==> src/rtl/uart_in_responder.sv <==
// Console-input responder for the SimTop UART port: buffers host characters in a
// circular FIFO and answers core read requests combinationally, with event counters.
module uart_in_responder #(
  parameter int unsigned DEPTH    = 16,
  parameter logic [7:0]  EMPTY_CH = 8'hff,
  parameter int unsigned CNT_W    = 32
) (
  input  logic                     clock,
  input  logic                     reset_n,
  input  logic                     host_valid,
  input  logic [7:0]               host_ch,
  output logic                     host_ready,
  input  logic                     flush,
  input  logic                     io_uart_in_valid,
  output logic [7:0]               io_uart_in_ch,
  output logic [$clog2(DEPTH):0]   level,
  output logic [CNT_W-1:0]         rd_cnt,
  output logic [CNT_W-1:0]         empty_rd_cnt,
  output logic [CNT_W-1:0]         drop_cnt
);

  localparam int unsigned AW = $clog2(DEPTH);
  localparam int unsigned LW = AW + 1;

  logic [7:0]       mem_q [DEPTH];
  logic [AW-1:0]    wr_ptr_q, wr_ptr_d;
  logic [AW-1:0]    rd_ptr_q, rd_ptr_d;
  logic [LW-1:0]    level_q, level_d;
  logic [CNT_W-1:0] rd_cnt_q, rd_cnt_d;
  logic [CNT_W-1:0] empty_rd_cnt_q, empty_rd_cnt_d;
  logic [CNT_W-1:0] drop_cnt_q, drop_cnt_d;

  logic full;
  logic not_empty;
  logic push;
  logic pop;
  logic empty_rd;
  logic drop;

  function automatic logic [CNT_W-1:0] sat_inc(input logic [CNT_W-1:0] v);
    return (&v) ? v : v + CNT_W'(1);
  endfunction

  // Flush overrides every push/pop/count event in its cycle.
  always_comb begin
    full      = (level_q == LW'(DEPTH));
    not_empty = (level_q != '0);
    push      = host_valid && !full && !flush;
    pop       = io_uart_in_valid && not_empty && !flush;
    empty_rd  = io_uart_in_valid && !not_empty && !flush;
    drop      = host_valid && full && !flush;
  end

  always_comb begin
    wr_ptr_d       = wr_ptr_q;
    rd_ptr_d       = rd_ptr_q;
    level_d        = level_q;
    rd_cnt_d       = rd_cnt_q;
    empty_rd_cnt_d = empty_rd_cnt_q;
    drop_cnt_d     = drop_cnt_q;
    if (flush) begin
      rd_ptr_d = wr_ptr_q;
      level_d  = '0;
    end else begin
      if (push) wr_ptr_d = wr_ptr_q + AW'(1);
      if (pop) begin
        rd_ptr_d = rd_ptr_q + AW'(1);
        rd_cnt_d = sat_inc(rd_cnt_q);
      end
      if (empty_rd) empty_rd_cnt_d = sat_inc(empty_rd_cnt_q);
      if (drop)     drop_cnt_d     = sat_inc(drop_cnt_q);
      case ({push, pop})
        2'b10:   level_d = level_q + LW'(1);
        2'b01:   level_d = level_q - LW'(1);
        default: level_d = level_q;
      endcase
    end
  end

  always_ff @(posedge clock or negedge reset_n) begin
    if (!reset_n) begin
      wr_ptr_q       <= '0;
      rd_ptr_q       <= '0;
      level_q        <= '0;
      rd_cnt_q       <= '0;
      empty_rd_cnt_q <= '0;
      drop_cnt_q     <= '0;
    end else begin
      wr_ptr_q       <= wr_ptr_d;
      rd_ptr_q       <= rd_ptr_d;
      level_q        <= level_d;
      rd_cnt_q       <= rd_cnt_d;
      empty_rd_cnt_q <= empty_rd_cnt_d;
      drop_cnt_q     <= drop_cnt_d;
    end
  end

  // Storage array needs no reset; level gates every read of it.
  always_ff @(posedge clock) begin
    if (push) mem_q[wr_ptr_q] <= host_ch;
  end

  assign host_ready    = !full;
  assign io_uart_in_ch = not_empty ? mem_q[rd_ptr_q] : EMPTY_CH;
  assign level         = level_q;
  assign rd_cnt        = rd_cnt_q;
  assign empty_rd_cnt  = empty_rd_cnt_q;
  assign drop_cnt      = drop_cnt_q;

endmodule

==> config.mk <==
export PLATFORM = sky130hd
export DESIGN_NAME = uart_in_responder
export DESIGN_NICKNAME = d
export VERILOG_FILES = /design/src/rtl/uart_in_responder.sv
export SDC_FILE = /design/constraint.sdc
export NUM_CORES = 1
export LEC_CHECK = 0
export ABC_AREA = 1
export BUFFER_PORTS_ARGS = -buffer_cell sky130_fd_sc_hd__buf_2
export CORE_MARGIN = 5
export CORE_UTILIZATION = 40
export DETAILED_ROUTE_END_ITERATION = 10
export SYNTH_ARGS = -nofsm -noshare
export SYNTH_HDL_FRONTEND = slang
export SYNTH_SLANG_ARGS = --single-unit
export TNS_END_PERCENT = 100
==> constraint.sdc <==
create_clock -name clock -period 5.5 [get_ports clock]
set_input_delay 0.55 -clock clock [delete_from_list [all_inputs] [get_ports clock]]
set_output_delay 0.55 -clock clock [all_outputs]
set_load 0.05 [all_outputs]
# Yosys cells after proc, flatten, opt, wreduce, memory -nomap -nowiden
# Memories as Yosys holds them, arrays and structs flattened.
# Index checks and enable logic that the tools add are counted.
# W data, S select, Z words.
# word_totals
ff_bits	109
latch_bits	0
input_bits	13
memories	1
mem_bits_rw	128
mem_bits_ro	0
output_inout_bits	110
# mem_list
name	depth	width	rd	rd_clocked_by_memory_dff	wr	line	source
mem_q	16	8	1	0	1	25	logic [7:0] mem_q [DEPTH];
# classes
n_mul	0
magnitude_cmp	0
div_mod_pow	0
muxes	7
bitwise	4
reduce_logical	21
n_eq_ne	3
shift	0
n_addsub	7
# ops
op	count
$add A32 B1 Y32 const B	3
$reduce_and A32 Y1	3
$pmux W5 S2	1
$reduce_and A3 Y1	3
$add A4 B1 Y4 const B	2
$logic_and A1 B1 Y1	8
$mux W4	2
$mux W8	1
$add A5 B1 Y5 const B	1
$eq A5 B5 Y1 const B	1
$mux W5	1
$reduce_bool A5 Y1	1
$sub A5 B1 Y5 const B	1
$not A1 Y1	4
$logic_not A1 Y1	3
$reduce_bool A3 Y1	1
$eq A2 B1 Y1 const B	1
$eq A2 B2 Y1 const B	1
$mux W1	2
$reduce_and A2 Y1	1
$reduce_bool A2 Y1	1

# Logic depth before layout (Yosys ltp)
# depth
ltp_word	7
mapped_depth	16

# Worst setup path before layout
# OpenSTA, ideal clock, no wires.
# synth_timing
path_kind	register to register
from	register level_q[2] (netlist: level[2])
to	memory mem_q[11][0] (enable)
path_slack_ns	2.860
n_path_buf	0
path_stages_with_launch	7
arrival_ns	2.270
path_cell_list	dfrtp_1 -> nor2_1 -> nand3_1 -> nand2_1 -> inv_1 -> nand2_1 -> nor2_1
# synth_between
elab_chain_cells	6
# synth_rtl
item	line	source
start: declaration	28	logic [LW-1:0] level_q, level_d;
start signal: assignment	91	level_q <= level_d;
$eq A5 B5 Y1	46	full = (level_q == LW'(DEPTH));
$logic_not A1 Y1	n/a	
net host_ready	12	output logic host_ready,
$logic_and A1 B1 Y1 (2 in series)	48	push = host_valid && !full && !flush;
$mux W1	100	if (push) mem_q[wr_ptr_q] <= host_ch;
$mux W1 (not written as such)	100	
end: declaration	25	
# The timed path passes the listed nets, and every way through them passes these cells.

# Final worst setup path
# layout_timing
from	register rd_ptr_q[2]
to	output io_uart_in_ch[3]
# layout_between
elab_chain_cells	2
# layout_rtl
item	line	source
start: declaration	27	logic [AW-1:0] rd_ptr_q, rd_ptr_d;
start signal: assignment	90	rd_ptr_q <= rd_ptr_d;
$mem_v2 Z16 W8	n/a	
$mux W8	104	assign io_uart_in_ch = not_empty ? mem_q[rd_ptr_q] : EMPTY_CH;
end: declaration	15	output logic [7:0] io_uart_in_ch,
# Every way passes these cells.

==> out/metrics.yaml <==
drt:
  vias_per_cell: 5.19
  ant_nets: 0
  vias: 9069
  wl_per_cell_um: 17.1
  drt_pre_antenna_iters: 6
  finalWirelength_um: 30000
  drc: 0
  drt_first_iter_violations: 558
sta:
  finClkSkew_ps: 12.5
  relSlewSlack_pct: 25.3
  period_minus_slack_ps: 3590
  slew_violations: 0
  rsz0062_at_grt: "false"
  totalNegativeSetupSlack_ps: 0
  setup-violations-final: 0
  hold_viol: 0
  tightestPinTransition_ps: 1120
  finalCritPeriodShare_pct: 65.4
  max_freq_mhz: 278
floorplanning:
  rows: 62
  initial_core_util_pct: 40.6
  die_area_um2: 32600
  num_io_pins: 123
  fp.dieH_um: 181
  die_w_um: 181
  core_area_um2: 28700
synthesis:
  syn_avg_cell_area_um2: 9.49
  ys_ff_latch: 237
  yosysSeqAreaShare_pct: 56.5
  synth_ff_type: "edfxtp_1"
  synth_cell_type_count: 33
  yosys-top-cells-count: "297 x nand2_1, 141 x nor2_1, 128 x edfxtp_1, 109 x dfrtp_1, 95 x inv_1"
  yosysMostFrequentCell: "nand2_1"
  synth.area.top_cells: "edfxtp_1 33%, dfrtp_1 23%, nand2_1 9.6%, xor2_1 5.2%, nor2_1 4.5%"
  synth_nets: 1249
  synthArstFlopShare_pct: 46.0
  synth_warnings: 0
  netlist_area_um2: 11600
  synth-edff-count: 128
  synthCells: 1226
  synth_top_area_share_pct: 33.0
  synth_area_leader_cell: "edfxtp_1"
layout:
  fillCellCount: 2790
  seqCellArea_um2: 6570
  area_delta_synth_final_pct: 16.9
  finalNetCount: 1366
  drive_gt1_share_pct: 14.4
  multi_input_area_um2: 4490
  antenna_cells: 0
clocking:
  clk_latency_ps: 560
  cts_resized: 0
  clock-sinks: 237
  holdBufCountCts: 0
  post-cts-setup-buffers: 0
  cts_tree: "yes"
  cts.clk_slew.worst_paths_ps: 60
  numCtsBuffers: 28
  cts-htree-levels: 1
  clock_path_buffers: 3
  cts-root-buf: "clkbuf_16"
setup_path:
  worst-path-buf-inv: 2
  worst_r2r_startpoint: "level[2]$_DFFE_PN0P_"
  crit_required_ps: 4950
  r2r_setup_slack_ps: 2650
  slowest_stage: "dfrtp_1"
  reg2reg_depth: 8
  criticalPathCategory: "reg2out"
  end_kind: "output port"
  crit_arrival_ps: 3040
  crit_top_cell: "nand3_1"
  critical_path.startpoint_type: "flip-flop"
  cp_max_fo: 19
  path_delay_family: "buffers and inverters"
  slowest_delay_ps: 840
  reg2reg_to: "rd_cnt[20]$_DFFE_PN0P_"
  crit_chain: "clkinv_1 -> o221ai_1 -> nand3_1 -> nand3_1 -> buf_2"
status:
  status: "finished, final reports clean"
grt:
  track_usage_pct: 18.2
  grt_max_degree: 68
  grt_pass1_wl_um: 48700
  antenna_found_initial: 2
  grt_pass1_vias: 8952
  grt-ovfl-total: 0
min_path:
  hold_path.class: "in2async"
power:
  irDropWorstVdd_mv: 0.272
  powerDensity_nw_per_um2: 472
  finalPower_mw: 6.42
  p_leak_nw: 5.73
job:
  cap_viol_max_count: 0
placed_design:
  io_buffer_count: 122
  hpwl_um: 20600
  place_congestion: 0.877
-- metal layers --
layer	part of all wire, %	vias up	track usage [%]
li1	-	4377	-
met1	47	4398	26.0
met2	45	247	28.9
met3	6.0	43	3.67
met4	1.7	4	3.96
met5	0.070	-	0
-- worst register-to-register path, cell delays in order, from the launching register on --
cell and delay [ps]:
dfrtp_1 440, nor2_1 90, nand3_1 480, nand2_1 230, inv_2 200, nand3_2 440, inv_2 650, nand3_1 150
nand2_1 100
-- placed cells by master, fill, tap and decap left out, drive strengths merged --
cell / instances
a22oi: 1
edfxtp: 128
buf: 125
inv: 103
bufinv: 6
o221ai: 34
xnor2: 19
nor2: 145
clkinv: 11
nand2: 299
nor3: 56
xor2: 69
a21oi: 2
clkinvlp: 1
nand3b: 5
mux2i: 32
nand3: 70
or3: 1
dfrtp: 109
nor4: 4
o211ai: 1
o21ai: 76
o22ai: 1
ha: 10
clkbuf: 37
nand4: 20
-- sequential cells by signal, indices dropped and copies added (netlist names) --
signal / count
rd_cnt: 32
empty_rd_cnt: 32
drop_cnt: 32
mem_q: 128
rd_ptr_q: 4
level: 5
wr_ptr_q: 4
-- logic make-up (layout without fill, tap and decap cells) --
logic type	Yosys count	in the layout	synth area share, %
AND/OR/NAND/NOR	600	600	22.0
flip-flops	237	237	56.5
buffers and inverters	144	283	4.99
AO/OA/AOI/OAI	115	115	6.09
XOR/XNOR	88	88	6.62
multiplexers	32	32	2.75
adder cells (fa/ha/maj)	10	10	1.07
-- cell type report --
class	instances	area share [%]
clock buffer	37	5.69
clock inverter	15	1.88
inverter	106	2.92
multi-input combinational	845	33.0
sequential	237	48.3
tap	384	3.53
timing repair buffer	125	4.67
-- worst max path at each step --
stage / to / from / slack (ps) / cells after the start
floorplan: mem_q[11][0]$_DFFE_PP_ / level[2]$_DFFE_PN0P_ / 2860 / 6
global placement: io_uart_in_ch[7] / rd_ptr_q[2]$_DFFE_PN0P_ / 2550 / 5
detailed placement: io_uart_in_ch[3] / rd_ptr_q[2]$_DFFE_PN0P_ / 2490 / 5
CTS: io_uart_in_ch[3] / rd_ptr_q[2]$_DFFE_PN0P_ / 1880 / 5
global route: io_uart_in_ch[3] / rd_ptr_q[2]$_DFFE_PN0P_ / 1780 / 5
finish: io_uart_in_ch[3] / rd_ptr_q[2]$_DFFE_PN0P_ / 1910 / 5
-- through the flow --
stage                     instance area, um^2  util (%)  std cells  setup WS [ps]  hold WS (ps)
after floorplan                         11600         -       1226           2860           254
after global placement                  12600      43.8       1697           2550           480
after detailed placement                12600      43.8       1697           2490           481
after CTS                               13600      47.4       1749           1880          96.7
after global routing                    13600      47.4       1749           1780           123
final                                   13600      47.4       1749           1910          57.3
-- where the power goes --
part	internal, mW	switching [mW]
Combinational	0.529	1.51
Clock	1.28	0.755
Sequential	2.07	0.284
(Power assumes the default switching activity.)
